--- config.mk ---
export PLATFORM = sky130hd
export DESIGN_NAME = count_ctrl
export DESIGN_NICKNAME = d
export VERILOG_FILES = /design/src/rtl/count_ctrl_pkg.sv /design/src/rtl/count_ctrl_btn_edge.sv /design/src/rtl/count_ctrl.sv
export SDC_FILE = /design/constraint.sdc
export NUM_CORES = 1
export LEC_CHECK = 0
export ABC_AREA = 1
export BUFFER_PORTS_ARGS = -buffer_cell sky130_fd_sc_hd__buf_2
export CORE_UTILIZATION = 39
export DETAILED_ROUTE_END_ITERATION = 8
export PLACE_DENSITY = 0.61
export SLEW_MARGIN = 30
export SYNTH_ARGS = -nofsm -noshare
export SYNTH_HDL_FRONTEND = slang
export SYNTH_SLANG_ARGS = --single-unit
--- constraint.sdc ---
create_clock -name clk -period 1.7 [get_ports clk]
set_input_delay 0.425 -clock clk [delete_from_list [all_inputs] [get_ports clk]]
set_output_delay 0.425 -clock clk [all_outputs]
set_load 0.1 [all_outputs]
--- src/rtl/count_ctrl_pkg.sv ---
// Shared definitions for the count_ctrl run/pause/clear sequencer:
// state encoding, command set and the command-priority ordering.
package count_ctrl_pkg;

   localparam logic [1:0] ST_IDLE  = 2'd0;
   localparam logic [1:0] ST_RUN   = 2'd1;
   localparam logic [1:0] ST_PAUSE = 2'd2;
   localparam logic [1:0] ST_DONE  = 2'd3;

   typedef enum logic [1:0] {
      S_IDLE  = ST_IDLE,
      S_RUN   = ST_RUN,
      S_PAUSE = ST_PAUSE,
      S_DONE  = ST_DONE
   } state_e;

   typedef enum logic [2:0] {
      CMD_NONE,
      CMD_START,
      CMD_STOP,
      CMD_TERM,
      CMD_CLR
   } cmd_e;

   // At most one command is acted on per cycle: clr > terminal tick > stop > start.
   function automatic cmd_e pick_cmd(input logic clr, input logic term,
                                     input logic stop, input logic start);
      cmd_e c;
      c = CMD_NONE;
      if (clr)
         c = CMD_CLR;
      else if (term)
         c = CMD_TERM;
      else if (stop)
         c = CMD_STOP;
      else if (start)
         c = CMD_START;
      return c;
   endfunction

endpackage

--- src/rtl/count_ctrl_btn_edge.sv ---
// Two-flop synchronizer followed by a rising-edge detector: one raw
// asynchronous level in, one single-cycle pulse per press out.
module btn_edge (
   input  logic clk,
   input  logic rst,
   input  logic btn,
   output logic pulse
);

   logic [1:0] sync_reg;
   logic       prev_reg;

   always_ff @(posedge clk or negedge rst) begin
      if (!rst) begin
         sync_reg <= 2'b00;
         prev_reg <= 1'b0;
      end else begin
         sync_reg <= {sync_reg[0], btn};
         prev_reg <= sync_reg[1];
      end
   end

   assign pulse = sync_reg[1] & ~prev_reg;

endmodule

--- src/rtl/count_ctrl.sv ---
// Run/pause/clear sequencer driving the enable and clear strobes of the shared up-counter.
// Build option COUNT_CTRL_AUTORELOAD_EN: terminal tick wraps the count instead of entering DONE.
module count_ctrl
   import count_ctrl_pkg::*;
#(
   parameter int WIDTH    = 7,
   parameter int TICK_DIV = 50000000,
   parameter int LIMIT    = 99
) (
   input  logic             clk,
   input  logic             rst,
   input  logic             start_btn,
   input  logic             stop_btn,
   input  logic             clr_btn,
   input  logic [WIDTH-1:0] count_in,
   output logic             cnt_en,
   output logic             cnt_clr,
   output logic             running,
   output logic             done,
   output logic [1:0]       state
);

   localparam int             PW         = $clog2(TICK_DIV);
   localparam logic [PW-1:0]  PRESC_LAST = PW'(TICK_DIV - 1);
   localparam logic [WIDTH-1:0] LIMIT_VAL = WIDTH'(LIMIT);

   logic [2:0] btn_raw;
   logic [2:0] btn_pulse;
   logic       start_cmd;
   logic       stop_cmd;
   logic       clr_cmd;

   state_e        state_reg;
   logic [PW-1:0] presc_reg;
   logic          tick;
   logic          term_tick;
   cmd_e          cmd;

   assign btn_raw = {clr_btn, stop_btn, start_btn};

   generate
      for (genvar gi = 0; gi < 3; gi++) begin : g_btn
         btn_edge u_btn_edge (
            .clk   (clk),
            .rst   (rst),
            .btn   (btn_raw[gi]),
            .pulse (btn_pulse[gi])
         );
      end
   endgenerate

   assign start_cmd = btn_pulse[0];
   assign stop_cmd  = btn_pulse[1];
   assign clr_cmd   = btn_pulse[2];

   always_comb begin
      tick      = (state_reg == S_RUN) && (presc_reg == PRESC_LAST);
      term_tick = tick && (count_in == LIMIT_VAL);
      cmd       = pick_cmd(clr_cmd, term_tick, stop_cmd, start_cmd);
   end

   always_ff @(posedge clk or negedge rst) begin
      if (!rst) begin
         state_reg <= S_IDLE;
         presc_reg <= '0;
      end else begin
         if (state_reg == S_RUN)
            presc_reg <= tick ? '0 : presc_reg + 1'b1;

         case (cmd)
            CMD_CLR: begin
               state_reg <= S_IDLE;
               presc_reg <= '0;
            end
            CMD_TERM: begin
`ifdef COUNT_CTRL_AUTORELOAD_EN
               state_reg <= S_RUN;
`else
               state_reg <= S_DONE;
`endif
            end
            CMD_STOP: begin
               // A tick consumed on the stop cycle restarts the interval so resume does not double-count.
               if (state_reg == S_RUN) begin
                  state_reg <= S_PAUSE;
                  presc_reg <= tick ? '0 : presc_reg;
               end
            end
            CMD_START: begin
               case (state_reg)
                  S_IDLE: begin
                     state_reg <= S_RUN;
                     presc_reg <= '0;
                  end
                  S_PAUSE: state_reg <= S_RUN;
                  default: ;
               endcase
            end
            default: ;
         endcase
      end
   end

   assign cnt_en  = tick && (count_in != LIMIT_VAL);
   assign running = (state_reg == S_RUN);
   assign state   = state_reg;

`ifdef COUNT_CTRL_AUTORELOAD_EN
   assign cnt_clr = (cmd == CMD_CLR) || (cmd == CMD_TERM);
   assign done    = 1'b0;
`else
   assign cnt_clr = (cmd == CMD_CLR);
   assign done    = (state_reg == S_DONE);
`endif

endmodule

Word level (Yosys, flattened, before mapping)
Cells that the tools add are included.
{ "classes": {"add_sub_neg": 1, "eq_ne": 13, "muxes": 13, "bitwise": 6, "n_reduce_logical": 7} }
{ "op_table": {"columns": ["cell", "count"], "rows": [
  ["$mux W26", 5],
  ["$pmux W26 S3", 1],
  ["$add A26 B1 Y26 const B", 1],
  ["$eq A26 B26 Y1 const B", 1],
  ["$mux W2", 4],
  ["$pmux W2 S4", 1],
  ["$eq A7 B7 Y1 const B", 1],
  ["$ne A7 B7 Y1 const B", 1],
  ["$eq A3 B2 Y1 const B", 2],
  ["$eq A2 B2 Y1 const B", 2],
  ["$ne A2 B2 Y1 const B", 2],
  ["$reduce_bool A4 Y1", 1],
  ["$and A1 B1 Y1", 3],
  ["$eq A3 B1 Y1 const B", 1],
  ["$eq A3 B3 Y1 const B", 1],
  ["$logic_and A1 B1 Y1", 3],
  ["$mux W3", 1],
  ["$ne A3 B3 Y1 const B", 1],
  ["$not A1 Y1", 3],
  ["$reduce_and A3 Y1", 1],
  ["$eq A2 B1 Y1 const B", 1],
  ["$logic_not A2 Y1", 1],
  ["$reduce_or A2 Y1", 1],
  ["$mux W1", 1]
]} }
{ "word_totals": {"regBits": 37, "inputBits": 12, "out_inout_bits": 6, "wordCells": 48} }

Longest topological paths before layout
{ "logic_depth": {"depth_word": 9, "mapped_depth": 12, "mapped_depth_nobuf": 12} }

By module
Synthesis repeated with hierarchy kept, for this count alone.
{ "hier_totals": {"cells_unflattened": 417, "hier_area_um2": 2710.1} }
{ "modules_own_cells": {"columns": ["module", "instances", "cells_per_inst", "area_each_um2", "seq_area_each_um2"], "rows": [
  ["count_ctrl", 1, 402, 2454.9, 700.7],
  ["btn_edge", 3, 5, 85.1, 75.1]
]} }

Least setup slack after synthesis
Ideal clock, no wire load.
{ "synth_timing": {"kind": "flip-flop to output port", "from": "register state_reg[0] (netlist: state[0])", "to": "output port cnt_en", "arrival_ns": 2.808, "t_required_ns": 1.275, "setup_slack_ns": -1.533, "stages_incl_launch_ff": 5, "path_buffers": 0, "path_cell_list": "dfrtp_1 nand2_2 inv_2 nand3_1 nor2_1"} }
{ "synth_between": {"elab_chain_len": 3} }
{ "synth_rtl": {"columns": ["element", "line", "source"], "rows": [
  ["start: declaration", "count_ctrl.sv:33", "state_e state_reg;"],
  ["start signal: assignment", "count_ctrl.sv:64", "state_reg <= S_IDLE;"],
  ["start signal: assignment", "count_ctrl.sv:72", "state_reg <= S_IDLE;"],
  ["start signal: assignment", "count_ctrl.sv:79", "state_reg <= S_DONE;"],
  ["$eq A2 B1 Y1", "count_ctrl.sv:57", "tick = (state_reg == S_RUN) && (presc_reg == PRESC_LAST);"],
  ["$logic_and A1 B1 Y1", "count_ctrl.sv:57", null],
  ["$logic_and A1 B1 Y1", "count_ctrl.sv:104", "assign cnt_en = tick && (count_in != LIMIT_VAL);"],
  ["end: declaration", "count_ctrl.sv:16", "output logic cnt_en,"]
]} }
No other way between the ends.

Worst setup path in the final report
{ "layout_timing": {"from": "register presc_reg[1]", "to": "output port cnt_en"} }
{ "layout_between": {"elab_chain_len": 3} }
{ "layout_rtl": {"columns": ["element", "line", "source"], "rows": [
  ["start: declaration", "count_ctrl.sv:34", "logic [PW-1:0] presc_reg;"],
  ["start signal: assignment", "count_ctrl.sv:68", "presc_reg <= tick ? '0 : presc_reg + 1'b1;"],
  ["start signal: assignment", "count_ctrl.sv:86", "presc_reg <= tick ? '0 : presc_reg;"],
  ["$eq A26 B26 Y1", "count_ctrl.sv:57", null],
  ["$logic_and A1 B1 Y1", "count_ctrl.sv:57", null],
  ["$logic_and A1 B1 Y1", "count_ctrl.sv:104", null]
]} }
No other way between the ends.

==> metrics list <==
* Number of enable flip-flop cells after synthesis: 0
- The tightest min-delay check is of the in -> async type.
- In this run the horizontal extent of the chip is 81.2 µm.
- Row cnt: 28
* Root buf cell: clkbuf_8
- The clock drives 37 sinks.
- Setup repair after global routing could not meet its margin everywhere.
- Yosys printed 0 warnings.
- Synthesized Nets: 357
* Net total in the final layout: 458
- Summing all placed instances gives a cell area of roughly 0.0032 mm².
* Primary FF master, synth: dfrtp_1
- Total global-route track usage: 25.6%
* Final cycle utilization of the critical path: 122%
- The filler cells instantiated in the layout total 519.
- Sequential cell area fraction in the yosys report: 37.9%
- The congestion estimate from routability-driven global placement came to 0.888.
* Final setup vio count: 30
- Average footprint of a synthesized cell: ~7 µm²
- In this run the count of I/O pins placed on the die edge is 18.
- After detailed routing, the total wire length is 7610 µm.
* Via density: between 5 and 6
- Summing every instance area after synthesis gives approximately 0.0024 mm².
- Status: complete, but fails checks
* Fin. max-slew vios: 0
* Failing checks: setup timing
* Combinational power share: 26.1%
- Worst IR drop on VDD: 360 µV
- Count of different cell masters after synthesis: 31
* Antenna violations before repair: 0
- Final critical delay including setup and external delays: 2070 ps
- Clock-pin slew on the worst setup and hold paths: 80 ps
* Cell Int Power: 1430 µW
- Worst Path Class, Setup: reg -> out
- The register with the most flip-flops in the layout has 26 of them.
* Arrival time worst endpoint: roughly 1700 ps
- Share of flip-flops with an asynchronous set or reset after synthesis: 100%
* Final count of hold timing violations: 0
* Overflow left after global routing: 0
- In this run the deepest clock path goes through 2 buffers.
- At the end of the flow the core is filled with cells to 61.0%.
* Most repeated cell in the gate-level netlist after synthesis: nand2_1
* Number of antenna diodes: 0
- Data required time at the worst endpoint: 1270 ps
* Via count of the first global-routing pass: 2,744
- Buffers placed on the I/O ports in this run total 17.
- Entering global routing, the biggest net connects 21 pins.
- Fraction of layout instances using a drive strength above 1: a little over a third
- Across all setup checks in the final design, the least slack found is -372 ps.
* Vias: 2,675
* Switching pwr: a little over 700 µW
- Static leakage: 0.00174 µW
* Relative contribution of sequential cells to total power: 43.3%
- TritonCTS built the clock tree.
- The first detailed-routing pass ran for 5 iterations.
* Top post-synthesis cells by count: nand2_1 (94), nor2_1 (54), inv_1 (46)
- Worst slew margin: 67.8%
- Worst-skew pair later-pin latency: 300 ps
- Part of the total power dissipated in the clock network: a little under a third
- Reported max-cap violation count: 0
- DRC violations left: 0
- From synthesis to final layout, the design area changed by 49.4%.
- By area the synthesized netlist is led by dfrtp_1 (38%), nand2_1 (14%), nor2_1 (8.3%).
- Die height: 81.2 µm
- In this run, synthesis produced a sequential element count of 37.
- Counting tap cells, the placed design contains a total of 498 instances.
* Critical path launch point type: flip-flop
* Clock skew after layout: between 10 and 15 ps
* Power per cell area: 588 mW/mm²
- Area of the die: 0.00659 mm²
* Switching portion of total power: 33.4%
* Area leader, netlist: dfrtp_1
- Synthesized instance count: 344
- Total clock buffers created by CTS: 5
- Peak fanout along the critical path: 3
- For this run, the top clock speed supported by timing is just under 0.5 GHz.
- The first global-routing pass estimated 12,500 µm of wire.
- STA classifies the critical path endpoint as a primary output.
- The detail route stage leaves a number of antenna-violating nets equal to 0.
* Wire per inst: between 10 and 15 µm
- Starting utilization of the core area: just over 40%
- After floorplanning, the core was sized to cover between 0.005 and 0.006 mm².
- Area of all placed cells without fillers: 0.00365 mm²
* Finished Layout Cells: 521
- Summed over its instances, the top area cell type makes up between 30% and 40% of the synthesized netlist area.
- Pin slew with the least headroom to its limit: 482 ps
- Initial DRC count: 250
- Depth of the CTS H-tree: 2
* Final HPWL from detailed placement: 5300 µm
## final cells by class
type / instances / area [µm²] / share of cell area, %
Sequential cell: 37 / 933 / 25.5
Inverter: 48 / 194 / 5.31
Clock inverter: 3 / 25.0 / 0.685
Clock buffer: 5 / 68.8 / 1.88
Tap cell: 75 / 93.8 / 2.57
Timing Repair Buffer: 98 / 855 / 23.4
Multi-Input combinational cell: 255 / 1480 / 40.6
## per-stage QoR
| stage | hold slack, ps | power, µW | setup slack, ps | setup TNS, ps |
|---|---|---|---|---|
| after floorplan | 129 | 1190 | -280 | -766 |
| after global placement | 333 | 1360 | -138 | -1750 |
| after detailed placement | 340 | 1370 | -131 | -2270 |
| after CTS | 84.5 | 2140 | -367 | -5390 |
| after global routing | 101 | 2240 | -452 | -10590 |
| final | 76.4 | 2150 | -372 | -7960 |
## power by group through the flow
stage               Clock (µW)  Combinational [µW]  Sequential (µW)
floorplan                    0                 193              995
global placement             0                 417              942
detailed placement           0                 421              944
CTS                        673                 534              931
global route               718                 590              934
finish                     656                 561              931
## worst max-delay path, stage by stage (launching register included)
cell and delay, ps:
dfrtp_1 380, ha_2 190, nand2_1 60, nor2_1 110, nand2_1 100, nor2_4 130
nand3_4 90, nor2_4 110, buf_12 180
## cell usage in the layout (no fill, tap or decap), types with 2 or more instances in the layout
cell	synthesis	layout
xor2_1	9	9
nor2_4	3	7
inv_1	46	44
o21ai_1	1	4
buf_12	0	8
nand3b_1	4	4
o21bai_1	2	2
o22ai_2	0	3
o21bai_2	8	8
buf_6	2	7
o21ai_2	1	5
dfrtp_4	0	2
nand2_2	3	6
nor2_1	54	49
nand4_1	9	9
clkinvlp_4	0	2
clkbuf_8	0	5
dfrtp_1	37	35
o21ai_0	11	4
buf_2	2	11
nand3_1	26	21
nand3_4	0	3
buf_4	0	71
a21oi_1	4	4
o21bai_4	2	2
nand2_1	94	88
nand2_8	0	2
nand3_2	2	4
nor2_2	3	4
nor3_1	9	8
## path summary, 6_finish.rpt
check,slack (ps),startpoint,cells after the start,endpoint
worst max-delay path,-370,presc_reg[1],8,cnt_en
min in group clk,220,start_btn,1,g_btn[0].u_btn_edge.sync_reg[0]
worst min register to register,360,g_btn[2].u_btn_edge.sync_reg[0],0,g_btn[2].u_btn_edge.sync_reg[1]
max in group asynchronous,1150,rst,2,presc_reg[10]
worst min-delay path,80,rst,1,state[1]
worst max register to register,-340,presc_reg[1],12,presc_reg[7]
## logic make-up (layout without fill, tap and decap cells)
kind of cell               count (synthesis)  after routing  synth area share (%)
adders and majority gates                  1              1                 0.511
buffers and inverters                     52            154                  8.70
xor gates and xnor gates                   9              9                  3.22
AOI/OAI and AO/OA                         35             35                  11.2
and+or+nand+nor                          210            210                  38.5
DFF                                       37             37                  37.9
## routing by layer
| layer | share of wire [%] | global-route usage [%] | up-vias | wire, µm |
|---|---|---|---|---|
| met5 | 0 | 0 | - | 0 |
| met4 | 2.9 | 8.57 | 0 | 222 |
| met3 | 6.4 | 4.49 | 23 | 489 |
| met2 | 49 | 45.1 | 109 | 3690 |
| met1 | 42 | 31.2 | 1247 | 3200 |
| li1 | - | - | 1296 | - |
## what timing repair did
item                                    in CTS  in global routing
resized for setup                           35                 16
buffers inserted                            11                  4
endpoints found under the setup margin      31                 32
hold buffers                                 0                  0
cloned                                       1                  0
pin swaps                                    8                  8
(Power assumes the default switching activity.)
